## src/rtl/tensor_cpu.sv

```systemverilog
// Single-cycle 8-bit CPU with a 3x3 tensor core (A = T0-T8, B = T9-T17).
// Define TENSOR_SATURATE_EN to saturate OPERATE dot products instead of wrapping.
module tensor_cpu #(
   parameter int unsigned BUS_WIDTH       = 8,
   parameter int unsigned NUM_CPU_REGS    = 8,
   parameter int unsigned NUM_TENSOR_REGS = 18
) (
   input  logic                        clock_in,
   input  logic                        reset_in,
   input  logic [15:0]                 current_instruction,
   output logic signed [BUS_WIDTH-1:0] cpu_output,
   output logic                        tensor_done
);

   typedef logic signed [BUS_WIDTH-1:0] word_t;

   typedef enum logic [3:0] {
      OpAdd    = 4'h0, OpSub   = 4'h1, OpMul    = 4'h2, OpEql   = 4'h3,
      OpGrt    = 4'h4, OpTOper = 4'h5, OpTLoad  = 4'h6, OpCpuToT = 4'h7,
      OpTToCpu = 4'h8, OpNop   = 4'h9, OpAddImm = 4'hA, OpMovCpu = 4'hB,
      OpMovT   = 4'hC, OpRst   = 4'hD, OpRdCpu  = 4'hE, OpRdT   = 4'hF
   } opcode_e;

`ifdef TENSOR_SATURATE_EN
   localparam int unsigned AccW = 2 * BUS_WIDTH + 2;
`else
   localparam int unsigned AccW = BUS_WIDTH;
`endif

   word_t   r_q [NUM_CPU_REGS];
   word_t   r_d [NUM_CPU_REGS];
   word_t   t_q [NUM_TENSOR_REGS];
   word_t   t_d [NUM_TENSOR_REGS];
   word_t   out_q, out_d;
   logic    done_q, done_d;
   word_t   mat_res [9];
   word_t   alu_res;
   opcode_e op;
   logic [2:0] rd, rs1, rs2;
   logic [4:0] ta, tb, tc;

   assign op  = opcode_e'(current_instruction[15:12]);
   assign rd  = current_instruction[11:9];
   assign rs1 = current_instruction[8:6];
   assign rs2 = current_instruction[5:3];
   assign ta  = current_instruction[11:7];
   assign tb  = current_instruction[6:2];
   assign tc  = current_instruction[8:4];

   function automatic word_t t_read(input logic [4:0] addr);
      if (addr < 5'(NUM_TENSOR_REGS)) return t_q[addr];
      return '0;
   endfunction

   // Dot products use pre-edge A and B; AccW is wide enough only when saturating.
   for (genvar i = 0; i < 3; i++) begin : g_row
      for (genvar j = 0; j < 3; j++) begin : g_col
         logic signed [AccW-1:0] dot;
         assign dot = AccW'(t_q[i*3])     * AccW'(t_q[9+j])
                    + AccW'(t_q[i*3 + 1]) * AccW'(t_q[12+j])
                    + AccW'(t_q[i*3 + 2]) * AccW'(t_q[15+j]);
`ifdef TENSOR_SATURATE_EN
         localparam logic signed [AccW-1:0] SatMax = AccW'(2 ** (BUS_WIDTH - 1) - 1);
         localparam logic signed [AccW-1:0] SatMin = -SatMax - AccW'(1);
         assign mat_res[i*3 + j] = (dot > SatMax) ? {1'b0, {(BUS_WIDTH - 1){1'b1}}} :
                                   (dot < SatMin) ? {1'b1, {(BUS_WIDTH - 1){1'b0}}} :
                                   dot[BUS_WIDTH-1:0];
`else
         assign mat_res[i*3 + j] = dot;
`endif
      end
   end

   always_comb begin
      r_d     = r_q;
      t_d     = t_q;
      out_d   = out_q;
      done_d  = done_q;
      alu_res = '0;
      case (op)
         OpAdd, OpSub, OpMul, OpEql, OpGrt, OpAddImm: begin
            case (op)
               OpAdd:   alu_res = r_q[rs1] + r_q[rs2];
               OpSub:   alu_res = r_q[rs1] - r_q[rs2];
               OpMul:   alu_res = r_q[rs1] * r_q[rs2];
               OpEql:   alu_res = (r_q[rs1] == r_q[rs2]) ? word_t'(1) : '0;
               OpGrt:   alu_res = (r_q[rs1] > r_q[rs2]) ? word_t'(1) : '0;
               default: alu_res = r_q[rd] + word_t'(current_instruction[7:0]);
            endcase
            r_d[rd] = alu_res;
            out_d   = alu_res;
         end
         OpTOper: begin
            for (int unsigned n = 0; n < 9; n++) t_d[n[4:0]] = mat_res[n[3:0]];
            done_d = 1'b1;
         end
         OpTLoad, OpCpuToT, OpMovT: begin
            if (ta < 5'(NUM_TENSOR_REGS)) begin
               case (op)
                  OpTLoad:  t_d[ta] = word_t'({{(BUS_WIDTH - 7){current_instruction[6]}},
                                               current_instruction[6:0]});
                  OpCpuToT: t_d[ta] = r_q[current_instruction[6:4]];
                  default:  t_d[ta] = t_read(tb);
               endcase
            end
            done_d = 1'b0;
         end
         OpTToCpu: begin
            r_d[rd] = t_read(tc);
            out_d   = t_read(tc);
         end
         OpMovCpu: r_d[rd] = r_q[rs1];
         OpRdCpu:  out_d   = r_q[rd];
         OpRdT:    out_d   = t_read(ta);
         default:  ;
      endcase
   end

   always_ff @(posedge clock_in) begin
      if (reset_in || op == OpRst) begin
         r_q    <= '{default: '0};
         t_q    <= '{default: '0};
         out_q  <= '0;
         done_q <= 1'b0;
      end else begin
         r_q    <= r_d;
         t_q    <= t_d;
         out_q  <= out_d;
         done_q <= done_d;
      end
   end

   assign cpu_output  = out_q;
   assign tensor_done = done_q;

endmodule

```

## config.mk

```make
export PLATFORM = sky130hd
export DESIGN_NAME = tensor_cpu
export DESIGN_NICKNAME = d
export VERILOG_FILES = /design/src/rtl/tensor_cpu.sv
export SDC_FILE = /design/constraint.sdc
export NUM_CORES = 2
export LEC_CHECK = 0
export CAP_MARGIN = 20
export CORE_ASPECT_RATIO = 0.7
export CORE_MARGIN = 2
export CORE_UTILIZATION = 39
export DETAILED_ROUTE_END_ITERATION = 6
export PLACE_DENSITY = 0.56
export SETUP_SLACK_MARGIN = 0.3
export SLEW_MARGIN = 20
export SYNTH_ARGS = -nofsm -noshare
export SYNTH_HDL_FRONTEND = slang
export SYNTH_SLANG_ARGS = --single-unit
export TNS_END_PERCENT = 10
```

## constraint.sdc

```tcl
create_clock -name clock_in -period 8.1 [get_ports clock_in]
set_input_delay 1.62 -clock clock_in [delete_from_list [all_inputs] [get_ports clock_in]]
set_output_delay 1.62 -clock clock_in [all_outputs]
set_load 0.1 [all_outputs]
```

======== Word level (Yosys, flattened, before mapping) ========
Index checks and enable logic that the tools add are counted.
cells by class
  add/subtract/negate cells ............... 21
  multipliers ............................. 28
  $lt $le $gt $ge ......................... 13
  eq/ne operators ......................... 16
  mux-type cells .......................... 59
  bitwise gates (word level) .............. 7
  reduce and logical (&&, ||, !) cells .... 12
operators by type and width
  cell                number
  $bwmux 144          3
  $pmux 144 s2        1
  $mul 8x8->8         28
  $mux 8              27
  $bwmux 64           3
  $pmux 64 s3         1
  $add 8x8->8         20
  $mux 144            1
  $pmux 72 s2         1
  $bmux 8 s5          3
  $bmux 8 s3          4
  $demux 8 s5         1
  $pmux 8 s5          1
  $pmux 8 s4          1
  $eq 4x4->1 const B  7
  $demux 8 s3         1
  $ge 6x6->1 const B  3
  $not 5->6           3
  $eq 4x3->1 const B  4
  $ge 4x4->1 const B  4
  $not 3->4           4
  $lt 5x5->1 const B  3
  $mux 1              10
  $eq 4x2->1 const B  2
  other kinds (18)    20
storage, ports and cells
  register bits after elaboration ......... 217
  input bits .............................. 18
  output and inout port bits .............. 9
  logic and storage cells ................. 184

======== Logic depth before layout (Yosys ltp) ========
  word-level depth ........................ 13
  mapped depth ............................ 26

======== Worst setup path after synthesis ========
No wires, ideal clock.
  kind .................................... input -> register
  start point ............................. input port current_instruction[3]
  end point ............................... register r_q[63] in the netlist's numbering
  arrival time ............................ 6.507 ns
  data required time ...................... 7.965 ns
  setup slack ............................. 1.458 ns
  cell stages on the path ................. 20
  path buffers ............................ 3
  path through ............................ buf_4 buf_6 buf_4 mux4_2 mux2i_2 nor2_1 ha_1 fa_1 fa_1 inv_1 fa_1 inv_1 ha_1 a21oi_1 xnor2_1 xnor2_1 xnor3_1 o211ai_2 a21boi_4 a21oi_2
on the way
  word-level cells in the longest chain between the ends .. 9
  elaborated cells on any way between the ends .. 12
RTL lines
  item                                        line        RTL
  start, declared                             10          input logic [15:0] current_instruction,
  $not 3->4 (not written as such)             83, 84, 85
  $bmux 8 s3                                  83, 84, 85
  $mux 8 (not written as such) (2 in series)  83, 84, 85
  $mul 8x8->8, or another cell as far along   85          OpMul: alu_res = r_q[rs1] * r_q[rs2];
  $pmux 8 s5 *                                82          case (op)
  $mux 8 *                                    80          case (op)
  $bwmux 64 *                                 90          r_d[rd] = alu_res;
  $pmux 64 s3 *                               80
  end signal, assigned                        126         r_q <= r_d;
  end, declared                               30          word_t r_q [NUM_CPU_REGS];
Mark *: on every way between the ends. The rest lies on a longest branch, timed or not. The select of a mux whose other input is x is not followed.
A chain may end at the register's enable or synchronous reset.

======== Worst setup path in the final report ========
  start point ............................. register t_q[60] in the netlist's numbering
  end point ............................... register t_q[87] in the netlist's numbering
on the way
  word-level cells in the longest chain between the ends .. 4
RTL lines
  item                    line  RTL
  start, declared         32    word_t t_q [NUM_TENSOR_REGS];
  start signal, assigned  127   t_q <= t_d;
  $mul 8x8->8             59    assign dot = AccW'(t_q[i*3]) * AccW'(t_q[9+j])
  $add 8x8->8             60    + AccW'(t_q[i*3 + 1]) * AccW'(t_q[12+j])
  $add 8x8->8             61    + AccW'(t_q[i*3 + 2]) * AccW'(t_q[15+j]);
  $pmux 72 s2             80
Every way passes these cells.

==> flow_summary.toml <==
[sta]
hold_slack_ns = 0.5284
finalClockSkew_ns = 0.02521
finalSetupViolations = 0
rsz0062_at_grt = "false"
setup_tns_ns = 0
fin_crit_sh_pct = 85.04
hold_viol_final = 0
worst_pin_slew_ns = 1.350
period_needed_ns = 6.888
fmax_ghz = 0.1452
drv_slew = 0
slew_headroom_pct = 10.02

[setup_path]
critPathTopFamily = "adder cells"
reg2reg_setup_slack_ns = 1.21
startpoint = "t_q[60]$_SDFFE_PP0P_"
slowest_delay_ns = 1.00
reg2reg_to = "t_q[87]$_SDFFE_PP0P_"
timing.rr.start = "t_q[60]$_SDFFE_PP0P_"
crit_path_max_fanout = 11
path_buf_inv = 5
cpMostUsedCell = "fa_1"
critPathKind = "flop to flop"
cp.required_ns = 8.62
crit_arrival_ns = 7.41
reg2reg_depth = 21
cp-end-kind = "flop"
crit_chain = "nand2_1 > fa_1 > inv_1 > fa_1 > inv_1 > fa_1 > fa_1 > inv_1 > fa_1 > fa_1 > inv_1 > fa_1 > inv_1 > ha_1 > a21o_1 > a21oi_1 > xnor2_1 > xnor2_1 > xnor2_1 > a22oi_1 > a211oi_1"
crit_path_top_delay_cell = "dfxtp_1"
worstSetupStartpointType = "flop"

[global_routing]
grt_pass1_wl_microns = 288200
grt_max_degree = 168
grt.total_usage_pct = 31.87
grt_pass1_vias = 41060
gr-total-overflow = 0
antenna_found_initial = 22

[min_path]
min_delay_path_depth = 2
hold_path_end = "tensor_done$_SDFFE_PP0P_"
worstHoldStart = "tensor_done$_SDFFE_PP0P_"
worstHoldPathType = "flop to flop"

[synth]
yosysWarningCount = 0
syn_inst = 5608
ys_types = 69
ys_ff_latch = 217
async_flop_share_pct = 0
syn_nets = 6627
syn_area_sq_um = 46820
synth_edf_count = 0
synth_seq_area_share_pct = 9.278
yosys_most_used_dff = "dfxtp_1"
synth_area_per_cell_sq_um = 8.349

[cts]
insertion_delay_ns = 0.62
cts_resized = 0
post-cts-setup-buffer-count = 0
htree_levels = 1
clock-sinks = 217
clk_path_buf_depth = 3
clk_pin_slew_ns = 0.07
root_buffer = "clkbuf_16"
numCtsBuffers = 26
postCtsHoldBufs = 0
cts_tree = "yes"

[floorplanning]
io_pins = 27
initial_core_util_pct = 39.27
core-area_sq_um = 119200
fp.dieH_microns = 293.9
die_area_sq_um = 122900
rows = 106
die_w_microns = 418.1

[drt]
drc = 58
drt_iter0_drc = 6356
wl_per_cell_microns = 28.13
dr_total_vias = 42510
wl_microns = 198100
viasPerCell = 6.036
drt_first_pass_iters = 7
ant_nets = 0

[run]
cap_violations = 0

[power]
pwr_density_cell_nw_per_um2 = 70.27
p_int_w = 0.002069
sw_frac_of_total_pct = 41.00
p_sw_w = 0.001438
p_clk_share_pct = 35.1
seq_power_share_pct = 36.7
irDropWorstVdd_v = 0.0001500
leakagePower_nw = 21.42
combPwrFrac_pct = 28.2

[outcome]
status = "finished, violations left"
violations = "design-rule violations"

[layout]
mostFrequentLayoutCell = "inv_1"
nets = 6458
area_delta_synth_final_pct = 6.603
layout-drive-gt1-share_pct = 9.307
final_cell_mix = "inv_1, nand2_1, and2_1, ha_1, fa_1"
nFillCells = 12010

[placed_design]
dp_hpwl_microns = 146400
gp_congestion = 1.061
io_buffers = 26
==> synth_stat cells (5+ instances only) <==
library cell  instances  area, sq um
nand2_1             626         2350
fa_1                474         9489
nor2_1              224        840.8
and2_1              538         3366
o21bai_1              6        45.04
mux4_2              147         3311
a22oi_1              85        638.1
buf_1                 7        26.28
buf_2                26        130.1
o22ai_1              26        162.7
o22a_1                8        70.07
o21ai_0             325         1627
nor2b_1              29        181.4
a2111oi_0            37        324.1
mux2i_1              59        590.6
a21oi_1             252         1261
buf_4                15        112.6
or2_2                 5        31.28
a211oi_1             23        172.7
nand3_1              76        380.4
buf_6                 5        56.30
nand2b_1             19        118.9
xnor2_1             396         3468
a222oi_1             10        100.1
ha_1                527         6594
o221a_2              17        191.4
inv_1               724         2718
xor2_1               81        709.4
nor3_1               10        50.05
nand4_1               9        56.30
o21a_1                5        37.54
dfxtp_1             217         4344
clkbuf_1            389         1460
a21boi_0             37        277.8
mux2_2               12        135.1
mux2i_2               5        68.82
o21ai_1               9        45.04
a221oi_1             42        367.9
a21o_1               25        187.7
a31oi_1              17        106.4
o221ai_1              9        78.83
a21oi_2               7        61.31
==> how the worst max path moves through the flow <==
| stage | slack [ns] | endpoint | cells past startpoint |
|---|---|---|---|
| floorplan | 1.46 | r_q[63]$_SDFFE_PP0P_ | 20 |
| global placement | 0.77 | r_q[55]$_SDFFE_PP0P_ | 22 |
| detailed placement | 0.71 | r_q[23]$_SDFFE_PP0P_ | 22 |
| CTS | 1.33 | r_q[23]$_SDFFE_PP0P_ | 22 |
| global route | 0.91 | r_q[39]$_SDFFE_PP0P_ | 22 |
| finish | 1.21 | t_q[87]$_SDFFE_PP0P_ | 21 |
==> worst register-to-register path, stage by stage, from the launching register on <==
cell and delay (ns):
dfxtp_1 1.00, nand2_1 0.18, fa_1 0.78, inv_1 0.10, fa_1 0.49, inv_1 0.07
fa_1 0.50, fa_1 0.51, inv_1 0.05, fa_1 0.49, fa_1 0.49, inv_1 0.06
fa_1 0.49, inv_1 0.06, ha_1 0.31, a21o_1 0.17, a21oi_1 0.22, xnor2_1 0.18
xnor2_1 0.16, xnor2_1 0.14, a22oi_1 0.08, a211oi_1 0.26
==> flip-flops by register name, summed over array words and instances, names as in the netlist <==
register and cells:
cpu_output 8, r_q 64, t_q 144, tensor_done 1
==> power groups by stage <==
stage                     Combinational [W]  Clock [W]  Sequential (W)
after floorplan                    0.000577          0         0.00119
after CTS                          0.000932    0.00122         0.00127
after global routing                0.00101    0.00126         0.00128
final                              0.000988    0.00123         0.00129
after detailed placement           0.000928          0         0.00129
after global placement             0.000926          0         0.00129
==> cell type report <==
class / instances / area (sq um) / share of cell area, %
Timing Repair Buffer: 245 / 1904 / 3.815
Sequential cell: 217 / 4358 / 8.731
Inverter: 725 / 2721 / 5.452
Tap cell: 1566 / 1959 / 3.925
Multi-Input combinational cell: 4224 / 38100 / 76.33
Clock buffer: 34 / 700.7 / 1.404
Clock inverter: 13 / 123.9 / 0.2482
Antenna cell: 19 / 47.55 / 0.09525
==> stage by stage <==
stage | worst slack, ns | util (%) | std cells | total power, W | area, sq um
3_3_place_gp | 0.7680 | 41.09 | 6975 | 0.002218 | 48990
5_1_grt | 0.9087 | 41.83 | 7026 | 0.003555 | 49870
6_report | 1.212 | 41.86 | 7043 | 0.003507 | 49920
3_5_place_dp | 0.7149 | 41.09 | 6975 | 0.002221 | 49000
4_1_cts | 1.326 | 41.79 | 7022 | 0.003422 | 49820
2_1_floorplan | 1.458 | - | 5608 | 0.001771 | 46820
==> metal layers <==
layer | track usage (%) | share of wire, % | wire length (microns)
met4 | 11.43 | 4.8 | 9541
met5 | 1.301 | 0.32 | 635
met3 | 14.31 | 16 | 31770
met2 | 41.71 | 37 | 73370
met1 | 45.15 | 42 | 82820
==> kinds of logic (layout without fill, tap and decap cells) <==
| kind of cell | Yosys count | in the layout | synth area share (%) |
|---|---|---|---|
| buffers and inverters | 1167 | 1017 | 9.625 |
| and+or+nand+nor | 1550 | 1550 | 15.96 |
| DFF | 217 | 217 | 9.278 |
| AOI/OAI and AO/OA | 969 | 969 | 12.91 |
| adders and majority gates | 1001 | 1001 | 34.35 |
| xor gates and xnor gates | 479 | 479 | 9.019 |
| muxes | 225 | 225 | 8.864 |
| other | 0 | 19 | 0 |
No activity file was read; power rests on OpenSTA's default activity.
